--- config.mk ---
export PLATFORM = sky130hd
export DESIGN_NAME = stc0_egress_serializer
export DESIGN_NICKNAME = d
export VERILOG_FILES = /design/src/rtl/stc0_egress_pkg.sv /design/src/rtl/stc0_sync_fifo.sv /design/src/rtl/stc0_egress_serializer.sv
export SDC_FILE = /design/constraint.sdc
export NUM_CORES = 1
export LEC_CHECK = 0
export ABC_AREA = 1
export CAP_MARGIN = 30
export CORE_ASPECT_RATIO = 0.8
export CORE_MARGIN = 8
export CORE_UTILIZATION = 50
export DETAILED_ROUTE_END_ITERATION = 8
export PLACE_DENSITY = 0.7
export SYNTH_ARGS = -nofsm -noshare
export SYNTH_HDL_FRONTEND = slang
export SYNTH_SLANG_ARGS = --single-unit
--- constraint.sdc ---
create_clock -name ClkIngress -period 2.6 [get_ports ClkIngress]
set_clock_uncertainty 0.05 [all_clocks]
set_input_delay 0.65 -clock ClkIngress [delete_from_list [all_inputs] [get_ports ClkIngress]]
set_output_delay 0.65 -clock ClkIngress [all_outputs]
set_load 0.02 [all_outputs]
--- src/rtl/stc0_egress_pkg.sv ---
// Shared state encoding and byte helpers for the STC0 egress serializer.
// Build option STC0_EGRESS_CKSUM_EN appends an XOR check byte (state ST_CK) to every frame.
package stc0_egress_pkg;

    localparam int WORD_W = 32;
    localparam int BYTE_W = 8;
`ifdef STC0_EGRESS_CKSUM_EN
    localparam int FRAME_BYTES = 5;
`else
    localparam int FRAME_BYTES = 4;
`endif

    typedef enum logic [2:0] {
        ST_IDLE = 3'd0,
        ST_B0   = 3'd1,
        ST_B1   = 3'd2,
        ST_B2   = 3'd3,
        ST_B3   = 3'd4
`ifdef STC0_EGRESS_CKSUM_EN
        ,
        ST_CK   = 3'd5
`endif
    } ser_state_e;

`ifdef STC0_EGRESS_CKSUM_EN
    function automatic logic [BYTE_W-1:0] xor_fold(input logic [WORD_W-1:0] w);
        return w[31:24] ^ w[23:16] ^ w[15:8] ^ w[7:0];
    endfunction
`endif

    // Byte presented on the wire while the serializer sits in state st.
    function automatic logic [BYTE_W-1:0] frame_byte(input logic [WORD_W-1:0] w,
                                                     input ser_state_e      st);
        logic [BYTE_W-1:0] b;
        case (st)
            ST_B0:   b = w[31:24];
            ST_B1:   b = w[23:16];
            ST_B2:   b = w[15:8];
            ST_B3:   b = w[7:0];
`ifdef STC0_EGRESS_CKSUM_EN
            ST_CK:   b = xor_fold(w);
`endif
            default: b = 8'h00;
        endcase
        return b;
    endfunction

endpackage

--- src/rtl/stc0_sync_fifo.sv ---
// Single-clock word FIFO with registered occupancy and combinational head read.
// Writes at full and reads at empty are ignored so the pointers can never corrupt.
module stc0_sync_fifo
    import stc0_egress_pkg::*;
#(
    parameter int DW         = 32,
    parameter int DEPTH      = 8,
    parameter int DEPTH_LOG2 = 3
) (
    input  logic                  clk,
    input  logic                  rst_n,
    input  logic                  wr_en,
    input  logic [DW-1:0]         wr_data,
    input  logic                  rd_en,
    output logic [DW-1:0]         head,
    output logic [DEPTH_LOG2:0]   level,
    output logic [DEPTH_LOG2:0]   level_next,
    output logic                  full,
    output logic                  empty
);

    localparam int LW = DEPTH_LOG2 + 1;
    localparam int PW = DEPTH_LOG2;

    logic [DW-1:0] mem_r [DEPTH];
    logic [PW-1:0] wr_ptr_r;
    logic [PW-1:0] rd_ptr_r;
    logic [LW-1:0] level_r;
    logic [LW-1:0] level_next_s;
    logic          wr_ok_s;
    logic          rd_ok_s;

    assign full    = (level_r == LW'(DEPTH));
    assign empty   = (level_r == LW'(0));
    assign wr_ok_s = wr_en && !full;
    assign rd_ok_s = rd_en && !empty;

    // Occupancy update; a simultaneous push and pop cancel out.
    always_comb begin
        level_next_s = level_r;
        case ({wr_ok_s, rd_ok_s})
            2'b10:   level_next_s = level_r + LW'(1);
            2'b01:   level_next_s = level_r - LW'(1);
            default: level_next_s = level_r;
        endcase
    end

    // Pointer and occupancy registers; pointers wrap modulo DEPTH.
    always_ff @(posedge clk or negedge rst_n) begin
        if (!rst_n) begin
            wr_ptr_r <= PW'(0);
            rd_ptr_r <= PW'(0);
            level_r  <= LW'(0);
        end else begin
            if (wr_ok_s) begin
                wr_ptr_r <= wr_ptr_r + PW'(1);
            end else begin
                wr_ptr_r <= wr_ptr_r;
            end
            if (rd_ok_s) begin
                rd_ptr_r <= rd_ptr_r + PW'(1);
            end else begin
                rd_ptr_r <= rd_ptr_r;
            end
            level_r <= level_next_s;
        end
    end

    // Storage array; contents are only observed after being written.
    always_ff @(posedge clk) begin
        if (wr_ok_s) begin
            mem_r[wr_ptr_r] <= wr_data;
        end
    end

    assign head       = mem_r[rd_ptr_r];
    assign level      = level_r;
    assign level_next = level_next_s;

endmodule

--- src/rtl/stc0_egress_serializer.sv ---
// Buffers 32-bit egress words and serializes them MSB byte first onto Data/DataValid.
// Build option STC0_EGRESS_CKSUM_EN adds a fifth XOR check byte per word.
module stc0_egress_serializer
    import stc0_egress_pkg::*;
#(
    parameter int DEPTH       = 8,
    parameter int DEPTH_LOG2  = 3,
    parameter int READY_SLACK = 2
) (
    input  logic                  ClkIngress,
    input  logic                  ARstb,
    input  logic [31:0]           WriteData,
    input  logic                  WriteDataValid,
    output logic                  Ready,
    output logic [7:0]            Data,
    output logic                  DataValid,
    output logic [DEPTH_LOG2:0]   Level,
    output logic                  Overflow
);

    localparam int LW = DEPTH_LOG2 + 1;

    ser_state_e        state_r;
    ser_state_e        state_next_s;
    logic [WORD_W-1:0] word_r;
    logic [WORD_W-1:0] head_s;
    logic              push_s;
    logic              pop_s;
    logic              full_s;
    logic              empty_s;
    logic [LW-1:0]     level_s;
    logic [LW-1:0]     level_next_s;
    logic [LW-1:0]     free_next_s;
    logic [7:0]        data_r;
    logic              data_valid_r;
    logic              ready_r;
    logic              overflow_r;

    // Space is judged on the registered level only, so a same-cycle pop never admits a word.
    assign push_s      = WriteDataValid && !full_s;
    assign free_next_s = LW'(DEPTH) - level_next_s;

    stc0_sync_fifo #(
        .DW         (WORD_W),
        .DEPTH      (DEPTH),
        .DEPTH_LOG2 (DEPTH_LOG2)
    ) u_fifo (
        .clk        (ClkIngress),
        .rst_n      (ARstb),
        .wr_en      (push_s),
        .wr_data    (WriteData),
        .rd_en      (pop_s),
        .head       (head_s),
        .level      (level_s),
        .level_next (level_next_s),
        .full       (full_s),
        .empty      (empty_s)
    );

    // Next state and pop; a new word is loaded only when idle or at the end of a frame.
    always_comb begin
        state_next_s = state_r;
        pop_s        = 1'b0;
        case (state_r)
            ST_IDLE: begin
                if (!empty_s) begin
                    pop_s        = 1'b1;
                    state_next_s = ST_B0;
                end else begin
                    state_next_s = ST_IDLE;
                end
            end
            ST_B0: state_next_s = ST_B1;
            ST_B1: state_next_s = ST_B2;
            ST_B2: state_next_s = ST_B3;
`ifdef STC0_EGRESS_CKSUM_EN
            ST_B3: state_next_s = ST_CK;
            ST_CK: begin
`else
            ST_B3: begin
`endif
                if (!empty_s) begin
                    pop_s        = 1'b1;
                    state_next_s = ST_B0;
                end else begin
                    state_next_s = ST_IDLE;
                end
            end
            default: state_next_s = ST_IDLE;
        endcase
    end

    // Serializer state register.
    always_ff @(posedge ClkIngress or negedge ARstb) begin
        if (!ARstb) begin
            state_r <= ST_IDLE;
        end else begin
            state_r <= state_next_s;
        end
    end

    // Word latch, registered byte output, Ready and sticky Overflow.
    always_ff @(posedge ClkIngress or negedge ARstb) begin
        if (!ARstb) begin
            word_r       <= 32'h0000_0000;
            data_r       <= 8'h00;
            data_valid_r <= 1'b0;
            ready_r      <= 1'b0;
            overflow_r   <= 1'b0;
        end else begin
            if (pop_s) begin
                word_r <= head_s;
            end else begin
                word_r <= word_r;
            end
            if (state_r != ST_IDLE) begin
                data_r       <= frame_byte(word_r, state_r);
                data_valid_r <= 1'b1;
            end else begin
                data_r       <= data_r;
                data_valid_r <= 1'b0;
            end
            ready_r <= (free_next_s > LW'(READY_SLACK));
            if (WriteDataValid && full_s) begin
                overflow_r <= 1'b1;
            end else begin
                overflow_r <= overflow_r;
            end
        end
    end

    assign Data      = data_r;
    assign DataValid = data_valid_r;
    assign Ready     = ready_r;
    assign Level     = level_s;
    assign Overflow  = overflow_r;

endmodule
==> metrics.sh, run 1 <==
POST_SYN_AREA_UM2=12200
PLACE_CONGESTION=0.787
MAX_FREQ_MHz=413
P_TOTAL_mW=17.0
FINAL-HOLD-VIOLATION-COUNT=0
SYNTH.TOP_CELLS.BY_AREA='edfxtp_1, dfrtp_1, o21ai_0, nor2_1, o221ai_1'
POWER.SWITCHING_mW=6.18
MAX_CAP_VIOLATIONS=0
LEAKAGE_nW=5.00
TIMING.FINAL.CRIT_SHARE_PCT=93.1
CHIPHEIGHT_UM=156
STARTPOINT='u_fifo.level[2]'
INSERTEDDIODECOUNT=0
CTS.PATH.MAX_BUFFERS=3
GRTUSAGETOTAL_PCT=18.6
RUN_STATUS='finished clean'
CTS.SINK_COUNT=312
FF2FF_PATH_DEPTH=13
SYNTHESIS.YOSYS.WARNINGS=0
AREA_GROWTH_PCT=17.4
FLOORPLAN.ROWS=51
SYNTH_SEQ_AREA_SHARE_PCT=74.3
FINAL_CELL_COUNT_NO_FILL=1331
WORST_R2R_ENDPOINT='Ready'
HOLD_CLASS='in2async'
WORST_PATH_LARGEST_CELL_DELAY_NS=0.67
REGTOREGSETUPSLACK_NS=0.24
FP.COREAREA_UM2=24200
CRIT_FAMILY='buffers and inverters'
SYNTHDISTINCTLIBCELLS=29
TIMING_WORST_SLEW_PIN_VALUE_NS=0.657
CP-START-KIND='flop'
DETAIL-ROUTE-ANTENNA-NETS=0
PORT_BUFFERS=49
WORST-PATH-BUF-INV=1
SYN_NETS=970
TRITONCTS_CLOCK_TREE='done'
DRC_ERRORS=0
WORSTREG2REGSTART='u_fifo.level[1]'
SHARE_SEQ_OF_TOTAL_POWER_PCT=40.3
SETUP_VIOL=0
WORSTSETUPENDPOINT='Level[2]'
POST_DRT_WL_PER_CELL_UM=20.7
INITIAL_UTILIZATION_PCT=50.6
DIEAREA_UM2=29800
FF_LATCH_AREA_UM2=9090
MULTI_INPUT_COMB_AREA_UM2=2790
CRIT_CELLS=1
WORST_SLEW_SLACK_AS_A_FRACTION_OF_ITS_LIMIT_PCT=55.9
POST-SYNTH-TOP-AREA-FRACTION_PCT=62.8
CRIT_PATH_CELL_TRACE='clkdlybuf4s50_1'
IOPINCOUNT=50
DETAIL_ROUTE.FIRST_PASS.ITERATIONS=5
FRACTION_OF_LAYOUT_INSTANCES_USING_A_DRIVE_STRENGTH_ABOVE_1_PCT=10.3
VIA_COUNT=7682
CRITICAL_PATH_CLASS='reg2out'
CRIT_PATH_TOP_DELAY_CELL='clkdlybuf4s50_1'
NETLIST_INSTANCES=929
INTERNAL-POWER_mW=10.8
POWER.SHARE.CLOCK_PCT=24.4
POST_DRT_VIA_CELL_RATIO=5.77
SW_FRAC_OF_TOTAL_PCT=36.3
POWER.DENSITY_CELL_AREA_nW_PER_UM2=1180
FIRST_GLOBAL_VIAS=7342
CLK_LATENCY_NS=0.55
END_KIND='primary output'
HPWLAFTERDP_UM=16300
GLOBAL_ROUTE_WIRE_LENGTH_BEFORE_REPAIR_UM=42800
CP.REQUIRED_NS=1.90
YOSYS_REGISTER_BITS=312
MAXIMUM_NUMBER_OF_PINS_ON_ONE_NET_BEFORE_GLOBAL_ROUTE_REPAIR=116
SYNTHDOMINANTAREACELLTYPE='edfxtp_1'
ROOT_BUFFER='clkbuf_16'
NETS=1030
CTS-HTREE-LEVELS=1
DP_CELLS=1274
CP_MAX_FO=8
SYN-MEAN-INSTANCE-AREA_UM2=13.2
MAXSLEWVIOLCOUNT=0
OVERFLOW=0
GRT_ANTENNA_BEFORE_REPAIR=0
CTS_CLOCK_PIN_SLEW_FOR_THE_WORST_SETUP_AND_HOLD_PATHS_NS=0.07
N_FILL_CELL=1827
FP.DIEW_UM=191
FINAL_PERIOD_MINUS_WORST_SETUP_SLACK_NS=2.42
DRT-INITIAL-DRC-COUNT=738
WORSTPATHARRIVAL_NS=1.72
GRT_SETUP_UNREPAIRED='no'
IRDROPWORSTVDD_uV=652
POWER_FRAC_COMB_PCT=35.3
DETAIL_ROUTE.WIRELENGTH_UM=27600
NUMCTSBUFFERS=30
registers in the layout (all words and copies together), names as in the netlist:
name	flops
state_r	3
u_fifo.mem_r	256
Overflow	1
Ready	1
Data	8
word_r	32
u_fifo.wr_ptr_r	3
u_fifo.level	4
DataValid	1
u_fifo.rd_ptr_r	3
worst min-delay path by stage:
stage,from,end,slack [ns],cells after the start
2_1_floorplan,ARstb,DataValid,0.30,0
3_3_place_gp,Overflow,Overflow,0.41,1
3_5_place_dp,word_r[10],word_r[10],0.42,2
4_1_cts,ARstb,Overflow,0.43,2
5_1_grt,ARstb,Overflow,0.45,2
6_report,ARstb,Overflow,0.43,2
cells in the final DEF (no fill, tap or decap), drive strengths merged:
cell type and n:
o21bai 1, bufinv 2, edfxtp 256, dfrtp 56, nand2 64, nand3 46, or2 1, clkdlybuf4s50 48
a221oi 8, o21ai 155, a31o 1, clkinv 11, xor2 4, clkinvlp 1, o211ai 7, o22ai 15
a21oi 2, dlygate4sd3 1, nor3 1, inv 48, ha 6, clkbuf 42, buf 35, o221ai 57
nor2 145
layer usage:
layer	part of all wire (%)	track usage, %
met1	46	27.2
met5	0	0
met2	46	28.4
met3	5.8	2.84
met4	1.9	5.27
power groups by stage:
stage	logic, mW	registers (mW)	clock network [mW]
floorplan	3.74	6.95	0
global placement	5.85	6.92	0
detailed placement	5.98	6.94	0
CTS	6.01	6.85	4.23
global route	6.63	6.95	4.41
finish	6.01	6.86	4.16
Yosys cell counts:
library cell  instances
a21oi_1               1
a21oi_4               1
a221oi_1              8
a31o_2                1
buf_1                 1
buf_2                19
buf_6                 1
clkbuf_1             35
dfrtp_1              56
edfxtp_1            256
ha_1                  6
inv_1                46
inv_2                 2
nand2_1              58
nand2_2               5
nand2_4               1
nand3_1              42
nand3_2               4
nor2_1              142
nor2_2                3
nor3_2                1
o211ai_1              7
o21ai_0             136
o21ai_1              19
o21bai_4              1
o221ai_1             57
o22ai_1              15
or2_2                 1
xor2_1                4
timing repair:
action | CTS | global route
hold buffers | 1 | 0
resized for setup | 0 | 1
endpoints found under the setup margin | 0 | 1
buffers inserted | 0 | 0
endpoints found under the hold margin | 7 | 0
kinds of logic (layout without fill, tap and decap cells):
family	Yosys count	after routing	synth area share, %
AND/OR/NAND/NOR	257	257	8.81
XOR/XNOR	4	4	0.286
flip-flops	312	312	74.3
buffers and inverters	104	188	3.45
AO/OA/AOI/OAI	246	246	12.6
adder cells (fa/ha/maj)	6	6	0.613
area by class of cell:
type | instances | share of cell area, %
Clock inverter | 14 | 0.818
Clock buffer | 42 | 5.75
Tap cell | 318 | 2.77
Inverter | 48 | 1.26
Timing Repair Buffer | 84 | 6.73
Sequential cell | 312 | 63.3
Multi-Input combinational cell | 513 | 19.4
stage by stage:
| stage | TNS [ns] | instance area (um^2) | util [%] | hold slack [ns] | worst slack (ns) |
|---|---|---|---|---|---|
| after floorplan | -47.36 | 12200 | - | 0.304 | -0.370 |
| after global placement | -0.0907 | 13400 | 55.5 | 0.409 | -0.0907 |
| after detailed placement | -0.151 | 13400 | 55.5 | 0.418 | -0.151 |
| after CTS | 0 | 14400 | 59.4 | 0.430 | 0.159 |
| after global routing | 0 | 14400 | 59.4 | 0.452 | 0.0969 |
| final | 0 | 14400 | 59.4 | 0.430 | 0.179 |
(Power assumes the default switching activity.)
==> run 2, diff against run 1 <==
==> constraint.sdc (replaced) <==
create_clock -name ClkIngress -period 2 [get_ports ClkIngress]
set_clock_uncertainty 0.05 [all_clocks]
set_input_delay 0.5 -clock ClkIngress [delete_from_list [all_inputs] [get_ports ClkIngress]]
set_output_delay 0.5 -clock ClkIngress [all_outputs]
set_load 0.02 [all_outputs]
==> run 2 against run 1 <==
  * The flow now finishes with violations (negative setup slack)
  * Cell area up 2.5%
  * First-iteration DRC count fell by 6.5%
  * Via count increased by 1.9%
  * Non-clock buffer count is 30 higher
  * Flip-flop and latch count unchanged
  * Highest routed layer is now met5
==> metrics.sh, run 2 (synthesis gave the netlist of run 1 again) <==
TRITONCTS_CLOCK_TREE='done'
CRIT_PATH_CELL_TRACE='nor2_4 > nand2_2 > nand2_4 > nand3_2 > nand2_2 > inv_2 > ha_4 > o21ai_4 > ha_1 > nand2_1 > nand2_1 > nor2_1 > nand3_1'
CP-START-KIND='flop'
IOPINCOUNT=50
CRITICAL_PATH_CLASS='reg2reg'
DRT-INITIAL-DRC-COUNT=690
SETUP_SLACK_NS=-0.114
WHS_NS=0.380
REGTOREGSETUPSLACK_NS=-0.11
GLOBAL_ROUTE_WIRE_LENGTH_BEFORE_REPAIR_UM=43100
CHIPHEIGHT_UM=156
WORST-PATH-BUF-INV=1
CP_MAX_FO=4
POST_DRT_VIA_CELL_RATIO=5.75
CP.REQUIRED_NS=2.37
CTS-HTREE-LEVELS=1
P_TOTAL_mW=23.0
MAXIMUM_NUMBER_OF_PINS_ON_ONE_NET_BEFORE_GLOBAL_ROUTE_REPAIR=75
WORST_PATH_LARGEST_CELL_DELAY_NS=0.42
RUN_STATUS='finished, violations left'
CTS_CLOCK_PIN_SLEW_FOR_THE_WORST_SETUP_AND_HOLD_PATHS_NS=0.06
NETS=1060
END_KIND='flop'
FINAL_PERIOD_MINUS_WORST_SETUP_SLACK_NS=2.11
FINAL_CELL_COUNT_NO_FILL=1361
INSERTEDDIODECOUNT=0
CTS.PATH.MAX_BUFFERS=3
TIMING_WORST_SLEW_PIN_VALUE_NS=0.543
FINAL-HOLD-VIOLATION-COUNT=0
FP.COREAREA_UM2=24200
NUMCTSBUFFERS=30
TIMING.FINAL.CRIT_SHARE_PCT=106
DETAIL_ROUTE.WIRELENGTH_UM=28400
DRC_ERRORS=0
MAX_CAP_VIOLATIONS=0
PORT_BUFFERS=49
LAYOUT.CELLS.MOST_COMMON_LIST='edfxtp_1, o21ai_0, nor2_1'
FLOORPLAN.ROWS=51
IRDROPWORSTVDD_uV=1060
MAX_FREQ_MHz=473
OVERFLOW=0
CRIT_FAMILY='simple AND/OR/NAND/NOR gates'
MAXSLEWVIOLCOUNT=0
AREA_GROWTH_PCT=20.4
MOSTFREQUENTLAYOUTCELL='edfxtp_1'
ROOT_BUFFER='clkbuf_16'
VIA_COUNT=7826
PLACE_CONGESTION=0.791
DETAIL_ROUTE.FIRST_PASS.ITERATIONS=7
HOLD_CLASS='in2async'
FAILED_CHECKS='negative setup slack'
TOTALNEGATIVESETUPSLACK_NS=-0.114
TOP_REGISTER='u_fifo.mem_r'
FIRST_GLOBAL_VIAS=7625
DETAIL-ROUTE-ANTENNA-NETS=0
WORST_SLEW_SLACK_AS_A_FRACTION_OF_ITS_LIMIT_PCT=63.8
DP_CELLS=1295
POST_DRT_WL_PER_CELL_UM=20.8
FRACTION_OF_LAYOUT_INSTANCES_USING_A_DRIVE_STRENGTH_ABOVE_1_PCT=15.0
GRTUSAGETOTAL_PCT=18.6
LARGEST_REGISTER_FF_COUNT=256
WORSTPATHARRIVAL_NS=2.49
INITIAL_UTILIZATION_PCT=50.6
FP.DIEW_UM=191
CTS.SINK_COUNT=312
DIEAREA_UM2=29800
POWER.DENSITY_CELL_AREA_nW_PER_UM2=1560
HPWLAFTERDP_UM=16500
LEAKAGE_nW=5.22
CRIT_PATH_TOP_DELAY_CELL='dfrtp_2'
SETUP_VIOL=1
GRT_ANTENNA_BEFORE_REPAIR=1
GRT_SETUP_UNREPAIRED='yes'
CLK_LATENCY_NS=0.54
==> run 2: cell types whose count changed in the layout (fill, tap and decap cells not counted), moves of 3 or more <==
cell | before | now
buf_4 | 16 | 43
clkdlybuf4s50_1 | 48 | 33
dlygate4sd2_1 | 0 | 13
inv_1 | 46 | 41
inv_2 | 1 | 6
dfrtp_1 | 54 | 50
dfrtp_2 | 1 | 5
buf_6 | 1 | 4
clkbuf_1 | 10 | 7
nand2_1 | 58 | 55
==> run 2: worst reg2reg max path: stages (launching register included) <==
cell	delay, ns
dfrtp_2	0.42
nor2_4	0.19
nand2_2	0.10
nand2_4	0.10
nand3_2	0.09
nand2_2	0.10
inv_2	0.05
ha_4	0.21
o21ai_4	0.14
ha_1	0.25
nand2_1	0.07
nand2_1	0.05
nor2_1	0.09
nand3_1	0.08
==> run 2: area by class of cell <==
cell class              count  area [um^2]
clock buffers              39          816
clock inverters            17          164
fillers                  1777         9450
inverters                  48          181
multi-input cells         513         2890
flip-flops and latches    312         9100
well taps                 318          398
repair buffers            114         1180
==> run 2: final timing paths <==
check / to / start / depth (start not counted)
worst max-delay path: Ready / u_fifo.level[0] / 13
worst min register to register: Overflow / Overflow / 1
min in group ClkIngress: Overflow / Overflow / 1
worst max register to register: Ready / u_fifo.level[0] / 13
max in group asynchronous: Data[1] / ARstb / 3
worst min-delay path: word_r[27] / ARstb / 2
==> run 2: what timing repair did <==
| item | in CTS | in global routing |
|---|---|---|
| buffers inserted | 4 | 4 |
| resized for setup | 29 | 12 |
| endpoints found under the setup margin | 128 | 26 |
| pin swaps | 15 | 12 |
| endpoints found under the hold margin | 13 | 0 |
| hold buffers | 1 | 0 |
| gates cloned | 1 | 0 |
==> run 2: metrics by stage <==
stage          utilization (%)  area (um^2)  worst slack (ns)
2_1_floorplan                -        12400            -0.147
3_3_place_gp              56.2        13600            -0.519
3_5_place_dp              56.2        13600            -0.533
4_1_cts                   60.6        14700            -0.123
5_1_grt                   60.9        14700            -0.225
6_report                  60.9        14700            -0.114
==> run 2: layer usage <==
metal | global-route usage, % | wire length (um) | share of wire (%) | vias up
li1 | - | - | - | 3620
met1 | 27.2 | 12800 | 45 | 3868
met2 | 28.6 | 13000 | 46 | 274
met3 | 2.86 | 1910 | 6.7 | 62
met4 | 5.20 | 661 | 2.3 | 2
met5 | 0 | 5 | 0.018 | -
==> run 2: where the power goes <==
part	leakage [nW]	internal [mW]	switching [mW]	total (mW)
Sequential	3.00	8.40	0.446	8.85
Clock	0.477	3.26	2.32	5.58
Combinational	1.74	3.02	5.56	8.58
Total	5.22	14.7	8.32	23.0
